`config.mk`:
```
export PLATFORM = sky130hd
export DESIGN_NAME = hazard_detection_unit
export DESIGN_NICKNAME = d
export VERILOG_FILES = /design/src/rtl/hazard_detection_unit_pkg.sv /design/src/rtl/hazard_detection_unit_reg_match.sv /design/src/rtl/hazard_detection_unit.sv
export SDC_FILE = /design/constraint.sdc
export NUM_CORES = 1
export LEC_CHECK = 0
export CAP_MARGIN = 20
export CELL_PAD_IN_SITES_DETAIL_PLACEMENT = 1
export CELL_PAD_IN_SITES_GLOBAL_PLACEMENT = 1
export CORE_ASPECT_RATIO = 0.75
export CORE_MARGIN = 4
export CORE_UTILIZATION = 22
export CTS_CLUSTER_DIAMETER = 80
export DETAILED_ROUTE_END_ITERATION = 10
export GPL_TIMING_DRIVEN = 0
export PLACE_DENSITY_LB_ADDON = 0.3
export SLEW_MARGIN = 20
export SYNTH_ARGS = -nofsm -noshare
export SYNTH_HDL_FRONTEND = slang
export SYNTH_SLANG_ARGS = --single-unit
```
`constraint.sdc`:
```
create_clock -name clk -period 1.95 [get_ports clk]
set_input_delay 0.195 -clock clk [delete_from_list [all_inputs] [get_ports clk]]
set_output_delay 0.195 -clock clk [all_outputs]
set_load 0.05 [all_outputs]
```
`src/rtl/hazard_detection_unit_pkg.sv`:
```
// Pipeline constants shared by the hazard detection unit and its comparators.
package hazard_detection_unit_pkg;

  // Width of an architectural register index.
  localparam int unsigned REG_W = 5;

  // Register 0 is hardwired to zero, so it can never carry a data dependency.
  localparam logic [REG_W-1:0] ZERO_REG = '0;

  // Number of register-index compares the unit performs.
  localparam int unsigned NUM_CMP = 9;

  // Slot of each compare in the match vector.
  typedef enum logic [3:0] {
    CMP_H1_RS     = 4'd0,  // IdExRt  vs IfIdRs
    CMP_H1_RT     = 4'd1,  // IdExRt  vs IfIdRt
    CMP_H2_RS     = 4'd2,  // MemWbRd vs IdExRs
    CMP_H2_RT     = 4'd3,  // MemWbRd vs IdExRt
    CMP_H3_EX_RS  = 4'd4,  // ExMemRd vs IdExRs
    CMP_H3_EX_RT  = 4'd5,  // ExMemRd vs IdExRt
    CMP_H3_WB_RS  = 4'd6,  // MemWbRt vs IdExRs
    CMP_H3_WB_RT  = 4'd7,  // MemWbRt vs IdExRt
    CMP_H4        = 4'd8   // ExMemRs vs MemWbRt
  } cmp_idx_e;

endpackage : hazard_detection_unit_pkg

```
`src/rtl/hazard_detection_unit_reg_match.sv`:
```
// Register-index comparator: true when both indices are equal and not the zero register.
module reg_match
  import hazard_detection_unit_pkg::*;
(
  input  logic [REG_W-1:0] idx_a,
  input  logic [REG_W-1:0] idx_b,
  output logic             match
);

  assign match = (idx_a == idx_b) && (idx_a != ZERO_REG);

endmodule : reg_match

```
`src/rtl/hazard_detection_unit.sv`:
```
// Hazard detection unit: decides one cycle ahead whether the front end stalls or flushes.
module hazard_detection_unit
  import hazard_detection_unit_pkg::*;
(
  input  logic             clk,
  input  logic             rst_n,
  input  logic             IdEx_MemRead,
  input  logic             IdEx_MemWrite,
  input  logic             MemWb_MemRead,
  input  logic             MemRb_Reg_wr_control,
  input  logic             Ctrl_Branch,
  input  logic             FwdPc,
  input  logic [REG_W-1:0] IfIdRs,
  input  logic [REG_W-1:0] IfIdRt,
  input  logic [REG_W-1:0] IdExRs,
  input  logic [REG_W-1:0] IdExRt,
  input  logic [REG_W-1:0] ExMemRd,
  input  logic [REG_W-1:0] ExMemRs,
  input  logic [REG_W-1:0] MemWbRd,
  input  logic [REG_W-1:0] MemWbRt,
  output logic             Stall,
  output logic             Flush
);

  logic [REG_W-1:0] cmp_a [NUM_CMP];
  logic [REG_W-1:0] cmp_b [NUM_CMP];
  logic [NUM_CMP-1:0] m;

  logic h1, h2, h3, h4;
  logic stall_d, stall_q;
  logic flush_d, flush_q;

  // Operand pairs for every register compare.
  assign cmp_a[CMP_H1_RS]    = IdExRt;   assign cmp_b[CMP_H1_RS]    = IfIdRs;
  assign cmp_a[CMP_H1_RT]    = IdExRt;   assign cmp_b[CMP_H1_RT]    = IfIdRt;
  assign cmp_a[CMP_H2_RS]    = MemWbRd;  assign cmp_b[CMP_H2_RS]    = IdExRs;
  assign cmp_a[CMP_H2_RT]    = MemWbRd;  assign cmp_b[CMP_H2_RT]    = IdExRt;
  assign cmp_a[CMP_H3_EX_RS] = ExMemRd;  assign cmp_b[CMP_H3_EX_RS] = IdExRs;
  assign cmp_a[CMP_H3_EX_RT] = ExMemRd;  assign cmp_b[CMP_H3_EX_RT] = IdExRt;
  assign cmp_a[CMP_H3_WB_RS] = MemWbRt;  assign cmp_b[CMP_H3_WB_RS] = IdExRs;
  assign cmp_a[CMP_H3_WB_RT] = MemWbRt;  assign cmp_b[CMP_H3_WB_RT] = IdExRt;
  assign cmp_a[CMP_H4]       = ExMemRs;  assign cmp_b[CMP_H4]       = MemWbRt;

  for (genvar g = 0; g < NUM_CMP; g++) begin : g_cmp
    reg_match u_reg_match (
      .idx_a (cmp_a[g]),
      .idx_b (cmp_b[g]),
      .match (m[g])
    );
  end

  // Hazard terms and next-cycle Stall/Flush; a PC redirect overrides any stall.
  always_comb begin
    // NOTE: every signal assigned here gets a default first so no path leaves it unassigned and infers a latch.
    h1      = 1'b0;
    h2      = 1'b0;
    h3      = 1'b0;
    h4      = 1'b0;
    stall_d = 1'b0;
    flush_d = 1'b0;

    h1 = IdEx_MemRead & (m[CMP_H1_RS] | m[CMP_H1_RT]);
    h2 = MemWb_MemRead & (IdEx_MemRead | IdEx_MemWrite)
       & (m[CMP_H2_RS] | m[CMP_H2_RT]);
    h3 = Ctrl_Branch & ((m[CMP_H3_EX_RS] | m[CMP_H3_EX_RT])
       | (MemWb_MemRead & (m[CMP_H3_WB_RS] | m[CMP_H3_WB_RT])));
    h4 = Ctrl_Branch & MemRb_Reg_wr_control & m[CMP_H4];

    stall_d = (h1 | h2 | h3 | h4) & ~FwdPc;
    flush_d = FwdPc;
  end

  // Output registers with synchronous active-low reset.
  always_ff @(posedge clk) begin
    // NOTE: sequential state uses non-blocking assignments so every flop samples pre-edge values.
    if (!rst_n) begin
      stall_q <= 1'b0;
      flush_q <= 1'b0;
    end else begin
      stall_q <= stall_d;
      flush_q <= flush_d;
    end
  end

  assign Stall = stall_q;
  assign Flush = flush_q;

endmodule : hazard_detection_unit

```
# Word-level counts from Yosys, hierarchy flattened
# Index checks and enable logic that the tools add are counted.
[totals] reg_bits=2 wordCells=43
[classes] eq_ne=9 n_bitwise=18 n_reduce_logical=14
[ops] cell="equality test 5 bit" n=9
[ops] cell="nonzero test 5 bit" n=5
[ops] cell="logical AND 1 bit" n=9
[ops] cell="bitwise OR 1 bit" n=9
[ops] cell="bitwise AND 1 bit" n=8
[ops] cell="inverter 1 bit" n=1

# Depth between registers and ports, before layout
# Gate-level depths: netlist of run 1.
[logic_depth] depth_word=9 depth_mapped=7 ltp_nobuf=6

# Hierarchy
# A second synthesis of run 1 with hierarchy kept.
[hier_totals] cells_unflattened=92 area_unflattened_um2=734.5
[by_module_without_submodules] mod="reg_match" n_inst=9 cells_each=9 area_per_inst_um2=70.1 seq_area_each_um2=0.0
[by_module_without_submodules] mod="hazard_detection_unit" n_inst=1 cells_each=11 area_per_inst_um2=103.8 seq_area_each_um2=40.0

# Worst setup path after synthesis of run 1
# No wires, ideal clock.
[synth_timing] path_kind="input -> register" from="in IdExRt[3]" to="reg stall_q, in the netlist Stall" setup_ps=122 arrival_ps=1330 t_required_ps=1828 setup_slack_ps=498 path_stages=5 n_path_buf=1 cell_sequence="buf_2 > or4_1 > o21ai_0 > o22ai_1 > o311a_1"
[synth_via] elab_chain_cells=9 elab_cells_between_ends=24 classes_between="5 x eq/ne; 13 x bitwise; 6 x reduce/logical"
[synth_lines] element="start: declaration" line="hazard_detection_unit.sv:16" source="input logic [REG_W-1:0] IdExRt,"
[synth_lines] element="equality test 5 bit" line="hazard_detection_unit_reg_match.sv:10" source="assign match = (idx_a == idx_b) && (idx_a != ZERO_REG);"
[synth_lines] element="logical AND 1 bit" line="hazard_detection_unit_reg_match.sv:10"
[synth_lines] element="bitwise OR 1 bit" line="hazard_detection_unit.sv:66" source="| (MemWb_MemRead & (m[CMP_H3_WB_RS] | m[CMP_H3_WB_RT])));"
[synth_lines] element="bitwise AND 1 bit" line="hazard_detection_unit.sv:66"
[synth_lines] element="bitwise OR 1 bit" line="hazard_detection_unit.sv:66"
[synth_lines] element="bitwise AND 1 bit" line="hazard_detection_unit.sv:65" source="h3 = Ctrl_Branch & ((m[CMP_H3_EX_RS] | m[CMP_H3_EX_RT])"
[synth_lines] element="bitwise OR 1 bit * (2 in series)" line="hazard_detection_unit.sv:69" source="stall_d = (h1 | h2 | h3 | h4) & ~FwdPc;"
[synth_lines] element="bitwise AND 1 bit *" line="hazard_detection_unit.sv:69"
[synth_lines] element="end signal: assignment" line="hazard_detection_unit.sv:80" source="stall_q <= stall_d;"
[synth_lines] element="end: declaration" line="hazard_detection_unit.sv:30" source="logic stall_d, stall_q;"
# Every way passes the cells marked *; elsewhere a longest branch is shown, timed or not.
# A chain may end at the register's enable or synchronous reset.

# Worst setup path in the final report of run 1
[layout_timing] from="in ExMemRd[1]" to="reg stall_q, in the netlist Stall"
[layout_via] elab_chain_cells=8 elab_cells_between_ends=11 classes_between="2 x eq/ne; 6 x bitwise; 3 x reduce/logical"
[layout_lines] element="start: declaration" line="hazard_detection_unit.sv:17" source="input logic [REG_W-1:0] ExMemRd,"
[layout_lines] element="equality test 5 bit / nonzero test 5 bit (equally long branches)" line="hazard_detection_unit_reg_match.sv:10"
[layout_lines] element="logical AND 1 bit" line="hazard_detection_unit_reg_match.sv:10"
[layout_lines] element="bitwise OR 1 bit *" line="hazard_detection_unit.sv:65"
[layout_lines] element="bitwise OR 1 bit *" line="hazard_detection_unit.sv:66"
[layout_lines] element="bitwise AND 1 bit *" line="hazard_detection_unit.sv:65"
[layout_lines] element="bitwise OR 1 bit * (2 in series)" line="hazard_detection_unit.sv:69"
[layout_lines] element="bitwise AND 1 bit *" line="hazard_detection_unit.sv:69"
# Marks and branches as above.

==> qor.txt, run 1 <==
Status = completed
Syn Nets = 136
Clock Path Buffers = 2
Main combinational cell family by area after synthesis = XOR/XNOR gates
Commonest non-fill, non-tap cells in the layout = clkdlybuf4s50_1 (44), xnor2_1 (23), xor2_1 (22)
Max-slew violation count = 0
Crit path time final = 1.79 ns
Cell chain of the critical path = clkdlybuf4s50_1 -> or4_1 -> nor2_1 -> a21oi_1 -> o21a_1 -> o311a_1
Synth Area in XOR/XNOR = 0.594
Core ar. = 0.00274 mm²
Clock root buffer = clkbuf_8
Via density per instance = 4.61
Die width = 71.4 µm
Fraction of layout cells with a size suffix above 1 = 0.0667
CTS tree = yes
Fin worst setup slack = 0.163 ns
MaxCap Viol Count = 0
Final Hold Violating Endpoints = 0
Synth Cell Area = 663 µm²
GPL Wtd Cong = 0.796
CP max stage delay = 0.54 ns
Routed len/inst = 15.3 µm
Final Util = 0.434
Post-synthesis adder-cell area fraction = 0
Nets@finish = 185
Worst slew pin tran = 0.510 ns
Commonest non-fill, non-tap cell in the layout = clkdlybuf4s50_1
Initial Utilization = 0.242
CP bufs+invs = 1
Top-area cell type share of the netlist area = 0.304
CTS Hold Bufs = 0
FF+latch count, synth = 2
Port bufs = 44
Worst Setup SP = ExMemRd[1]
DRT Pass-1 Iters = 4
Post-CTS sizing = 0
Hold path depth = 2
ANT nets after route = 0
Critical Path AT = 1.88 ns
Initial DRC count = 52
Register area share after synthesis = 0.0604
Area post-placement = 0.00115 mm²
Pre-CTS WS = -0.0636 ns
Initial antenna violation count = 0
Crit-path max FO = 3
Die Ht = 55.5 µm
Leak Pwr = 0.000426 µW
YS warnings = 0
Multiplexer area fraction after synthesis = 0
First-pass GRT wire length = 4.33 mm
Fmax = 560 MHz
Total CTS buffers = 3
Remaining Overflow, GRT = 0
Peak supply drop = 0.000141 V
Min-Delay Path Class = input port to flop
Biggest area consumer among synthesized cells = xnor2_1
HPWL Detailed = 2.22 mm
Final wirelength = 2.62 mm
Hold path start = rst_n
Vias = 788
Diode count = 0
Clk sinks = 2
Power, Total = 451 µW
Die ar. = 0.00397 mm²
GRT Util Overall = 0.137
Clock slew at reported path FFs = 0.03 ns
Critical Path RT = 2.04 ns
Setup crit start kind = input port
Design area = 0.00119 mm²
Crit. End Element = flop
DRC Markers = 0
CP top delay family = simple AND/OR/NAND/NOR gates
Top cells by area, synth = xnor2_1 (30%), xor2_1 (29%), nor3_1 (6.8%), dfxtp_1 (6.0%), buf_2 (3.8%)
PwrDens = 379 mW/mm²
Gate count of the mapped netlist = 88
Final setup viols = 0
Count of cell types in the netlist = 20
WP depth = 6
I/O Pins = 50
Synth Area per Inst = 7.54 µm²
Layout Area Growth over Synthesis = 79.4%
Sum of negative setup slack = 0 ns
Synth Area in Compound Gates = 0.0906
Largest net degree at the start of global routing = 7
Simple-gate share of the synthesized area = 0.211
Setup Buffers After CTS = 0
Vias in the first global route = 847
WS Path Type = input port to flop
Slew headroom = 0.659
RSZ-0062 raised after global routing = no
Slowest library cell on the worst path = or4_1
# H-tree levels = 1
Rows = 16
Period utilization = 0.916
-- cell type report --
| type | instances | area, µm² |
|---|---|---|
| multi-input cells | 80 | 594 |
| repair buffers | 44 | 440 |
| plain buffers | 5 | 25.0 |
| flip-flops and latches | 2 | 40.0 |
| inverters | 1 | 3.75 |
| fillers | 328 | 1550 |
| well taps | 36 | 45.0 |
| clock buffers | 3 | 41.3 |
-- path summary, 6_finish.rpt --
| path | to | slack [ns] |
|---|---|---|
| worst max-delay path | Stall | 0.16 |
| worst min-delay path | Stall | 0.59 |
-- metal layers --
metal | share of wire | track usage | wire [µm]
met2 | 0.45 | 0.204 | 1180
met3 | 0.060 | 0.0380 | 156
met4 | 0.0027 | 0.0241 | 7
met1 | 0.49 | 0.197 | 1270
met5 | 0 | 0 | 0
-- where the power goes --
group	total [µW]	switching [µW]	internal, µW
clock network	166	35.1	131
logic	241	99.7	141
registers	43.6	0.542	43.1
total	451	135	315
-- stage by stage --
step                hold slack (ns)  std cells
finish                        0.593        171
CTS                           0.589        171
detailed placement            0.803        168
global placement              0.797        168
global route                  0.603        171
floorplan                     0.317         88
-- state kept, by name, indices dropped and copies added, names as in the netlist --
name   cells
Stall      1
Flush      1
-- synthesized netlist by cell type --
cell / instances
nand3_2: 1
xor2_1: 22
o22ai_1: 1
xnor2_1: 23
or4_1: 3
o221ai_1: 1
a21oi_1: 2
nor2_1: 3
a31oi_1: 2
and2_1: 1
nor3_1: 9
buf_2: 5
o311a_1: 1
o21ai_0: 1
inv_1: 1
dfxtp_1: 2
nand2_1: 2
nand3_1: 5
o21a_1: 1
nand4_1: 2
-- kinds of logic (layout without fill, tap and decap cells) --
family	after synthesis	after routing
AOI/OAI and AO/OA	9	9
DFF	2	2
and+or+nand+nor	26	26
xor gates and xnor gates	45	45
buffers and inverters	6	53
No activity file was read; power rests on OpenSTA's default activity.
==> run 2, diff against run 1 <==
--- a/config.mk
+++ b/config.mk
@@ -14,7 +14,8 @@
 export CTS_CLUSTER_DIAMETER = 80
 export DETAILED_ROUTE_END_ITERATION = 10
 export GPL_TIMING_DRIVEN = 0
-export PLACE_DENSITY_LB_ADDON = 0.3
+export MAX_ROUTING_LAYER = met4
+export PLACE_DENSITY_LB_ADDON = 0.1
 export SLEW_MARGIN = 20
 export SYNTH_ARGS = -nofsm -noshare
 export SYNTH_HDL_FRONTEND = slang
==> qor.txt, run 2 (same netlist as run 1, synthesis figures left out) <==
CTS Hold Bufs = 0
CP bufs+invs = 1
Via density per instance = 4.63
Min-Delay Path Class = input port to flop
Leak Pwr = 0.000426 µW
Setup Buffers After CTS = 0
Rows = 16
ANT nets after route = 0
Max-slew violation count = 0
I/O Pins = 50
Diode count = 0
Area post-placement = 0.00115 mm²
Clock Path Buffers = 2
Routed len/inst = 14.3 µm
Final Hold Violating Endpoints = 0
Total CTS buffers = 3
DRC Markers = 0
Commonest non-fill, non-tap cell in the layout = clkdlybuf4s50_1
Slowest library cell on the worst path = or4_1
Fin Hold WS = 0.590 ns
Initial Utilization = 0.242
Nets@finish = 185
CP max stage delay = 0.55 ns
Worst Hold End = Stall
Peak supply drop = 0.000128 V
Die ar. = 0.00397 mm²
Layout Area Growth over Synthesis = 79.4%
Worst Setup SP = ExMemRd[1]
RSZ-0062 raised after global routing = no
Crit. End Element = flop
Worst slew pin tran = 0.497 ns
Vias = 792
Remaining Overflow, GRT = 0
Clk sinks = 2
Port bufs = 44
Initial DRC count = 15
WS Path Type = input port to flop
GRT Util Overall = 0.127
Critical Path RT = 2.04 ns
Final setup viols = 0
Crit-path max FO = 3
Setup crit start kind = input port
Hold path depth = 2
CTS tree = yes
DRT Pass-1 Iters = 2
Commonest non-fill, non-tap cells in the layout = clkdlybuf4s50_1 (44), xnor2_1 (23), xor2_1 (22)
Vias in the first global route = 824
Slew headroom = 0.668
Clock slew at reported path FFs = 0.03 ns
Die Ht = 55.5 µm
Final wirelength = 2.44 mm
Period utilization = 0.934
Critical Path AT = 1.91 ns
Hold path start = rst_n
Clock root buffer = clkbuf_8
First-pass GRT wire length = 3.97 mm
Die width = 71.4 µm
MaxCap Viol Count = 0
Fmax = 549 MHz
HPWL Detailed = 2.09 mm
Largest net degree at the start of global routing = 7
CP top delay family = simple AND/OR/NAND/NOR gates
# fillers = 326
GPL Wtd Cong = 0.778
Initial antenna violation count = 0
Crit path time final = 1.82 ns
Cell chain of the critical path = clkdlybuf4s50_1 -> or4_1 -> nor2_1 -> a21oi_1 -> o21a_1 -> o311a_1
Status = completed
PwrDens = 371 mW/mm²
# H-tree levels = 1
Fraction of layout cells with a size suffix above 1 = 0.0667
Core ar. = 0.00274 mm²
Post-CTS sizing = 0
Design area = 0.00119 mm²
-- run 2: cell counts in the layout (fill, tap and decap cells not counted) --
No cell type changed its count.
-- run 2: how the worst max path moves through the flow --
stage / slack [ns] / endpoint / depth (start not counted)
2_1_floorplan: 0.50 / Stall / 5
4_1_cts: 0.12 / Stall / 6
3_3_place_gp: -0.09 / Stall / 6
6_report: 0.13 / Stall / 6
5_1_grt: 0.06 / Stall / 6
3_5_place_dp: -0.08 / Stall / 6
-- run 2: area by class of cell --
| class | instances | area, µm² | share of cell area |
|---|---|---|---|
| multi-input combinational | 80 | 594 | 0.499 |
| timing repair buffer | 44 | 440 | 0.370 |
| tap | 36 | 45.0 | 0.0379 |
| clock buffer | 3 | 41.3 | 0.0347 |
| sequential | 2 | 40.0 | 0.0336 |
| buffer | 5 | 25.0 | 0.0210 |
| inverter | 1 | 3.75 | 0.00315 |
-- run 2: report_power, final --
group | switching [µW] | total [µW] | internal [µW]
clock | 27.8 | 158 | 130
sequential | 0.639 | 43.8 | 43.1
combinational | 98.9 | 240 | 141
-- run 2: stage by stage --
stage / power (µW) / util / TNS (ns) / setup WS (ns) / instances
floorplan: 155 / - / 0 / 0.498 / 88
CTS: 449 / 0.434 / 0 / 0.119 / 171
global route: 471 / 0.434 / 0 / 0.0617 / 171
finish: 442 / 0.434 / 0 / 0.128 / 171
detailed placement: 285 / 0.419 / -0.0780 / -0.0780 / 168
global placement: 281 / 0.419 / -0.0866 / -0.0866 / 168
-- run 2: per-layer routing --
layer	vias up	share of wire	track usage
met5	-	0	-
met4	0	0.0053	0.0322
met3	2	0.053	0.0254
met2	28	0.44	0.178
met1	363	0.50	0.185
li1	399	-	-
==> run 3, diff against run 2 <==
--- a/config.mk
+++ b/config.mk
@@ -10,7 +10,7 @@
 export CELL_PAD_IN_SITES_GLOBAL_PLACEMENT = 1
 export CORE_ASPECT_RATIO = 0.75
 export CORE_MARGIN = 4
-export CORE_UTILIZATION = 22
+export CORE_UTILIZATION = 20
 export CTS_CLUSTER_DIAMETER = 80
 export DETAILED_ROUTE_END_ITERATION = 10
 export GPL_TIMING_DRIVEN = 0
==> constraint.sdc (replaced) <==
create_clock -name clk -period 1.61 [get_ports clk]
set_input_delay 0.161 -clock clk [delete_from_list [all_inputs] [get_ports clk]]
set_output_delay 0.161 -clock clk [all_outputs]
set_load 0.05 [all_outputs]
==> qor.txt, run 3 (same netlist as run 1, synthesis figures left out) <==
Status = completed
Slew headroom = 0.664
Final wirelength = 2.52 mm
Internal = 375 µW
Die Ht = 57.9 µm
CTS tree = yes
CP max stage delay = 0.60 ns
I/O Pins = 50
Clk pwr share = 0.361
Logic pwr share = 0.541
HPWL Detailed = 2.16 mm
Area post-placement = 0.00115 mm²
Die ar. = 0.00431 mm²
Sw Pwr = 163 µW
MaxCap Viol Count = 0
Final Hold Violating Endpoints = 0
CP top delay family = buffers and inverters
DRC Markers = 0
Power, Total = 538 µW
Slowest library cell on the worst path = clkdlybuf4s50_1
Port bufs = 44
CTS Hold Bufs = 0
Fraction of layout cells with a size suffix above 1 = 0.119
CP bufs+invs = 1
Rows = 17
Fmax = 654 MHz
Flop pwr share = 0.098
Setup crit start kind = input port
Final Util = 0.403
Clk sinks = 2
GPL Wtd Cong = 0.790
Period utilization = 0.950
Vias in the first global route = 839
Largest net degree at the start of global routing = 7
First-pass GRT wire length = 4.00 mm
Remaining Overflow, GRT = 0
Sum of negative setup slack = 0 ns
Final setup viols = 0
Leak Pwr = 0.000523 µW
Commonest non-fill, non-tap cell in the layout = clkdlybuf4s50_1
Vias = 777
Core ar. = 0.00306 mm²
Initial antenna violation count = 0
Crit-path max FO = 4
ANT nets after route = 0
GRT Util Overall = 0.126
Critical Path AT = 1.62 ns
Fin worst setup slack = 0.0811 ns
Commonest non-fill, non-tap cells in the layout = clkdlybuf4s50_1 (28), xnor2_1 (23), xor2_1 (21)
Initial Utilization = 0.217
Routed len/inst = 14.6 µm
Min-Delay Path Class = input port to flop
Peak supply drop = 0.000148 V
Pre-CTS WS = -0.365 ns
Cell chain of the critical path = clkdlybuf4s50_1 -> xor2_1 -> nor3_1 -> nand3_1 -> a21oi_1 -> o21a_1 -> o311a_1
Critical Path RT = 1.70 ns
Design area = 0.00123 mm²
Clock slew at reported path FFs = 0.03 ns
Via density per instance = 4.49
Max-slew violation count = 0
# H-tree levels = 1
Clock Path Buffers = 2
Worst slew pin tran = 0.503 ns
Layout Area Growth over Synthesis = 86.0%
DRT Pass-1 Iters = 4
Switching share of power = 0.303
WS Path Type = input port to flop
Die width = 74.5 µm
Crit path time final = 1.53 ns
Clock root buffer = clkbuf_8
Initial DRC count = 30
Crit. End Element = flop
Nets@finish = 185
Diode count = 0
Total CTS buffers = 3
PwrDens = 436 mW/mm²
## run 3: stage by stage
| stage | instances | hold WS (ns) |
|---|---|---|
| final | 173 | 0.539 |
| after CTS | 173 | 0.538 |
| after global routing | 173 | 0.565 |
| after global placement | 170 | 0.765 |
| after detailed placement | 170 | 0.754 |
| after floorplan | 88 | 0.283 |
## run 3: final timing paths
| path | from | endpoint | cells past startpoint |
|---|---|---|---|
| min | rst_n | Stall | 2 |
| max | MemWbRt[4] | Stall | 7 |
## run 3: cell type report
| type | instances | area, µm² |
|---|---|---|
| Multi-Input combinational cell | 80 | 626 |
| Tap cell | 38 | 47.5 |
| Buffer | 5 | 25.0 |
| Inverter | 1 | 3.75 |
| Timing Repair Buffer | 44 | 450 |
| Clock buffer | 3 | 41.3 |
| Fill cell | 363 | 1830 |
| Sequential cell | 2 | 40.0 |
## run 3: power groups by stage
stage               combinational [µW]  clock (µW)  sequential, µW
floorplan                          127           0            61.1
global placement                   289           0            53.2
detailed placement                 295           0            53.4
CTS                                290         201            52.8
global route                       318         211            53.1
finish                             291         195            52.8
## run 3: layer usage
layer  routed length [µm]  global-route usage  vias up
met5                    0                   -        -
met4                   11              0.0381        0
met3                  206              0.0173        2
met2                 1130               0.198       33
met1                 1170               0.166      350
li1                     -                   -      392
## run 3: what timing repair did
action                                  in CTS  in global routing
cloned                                       0                  0
gates resized for setup                      7                 17
endpoints found under the setup margin       1                  1
setup buffers                                0                  0
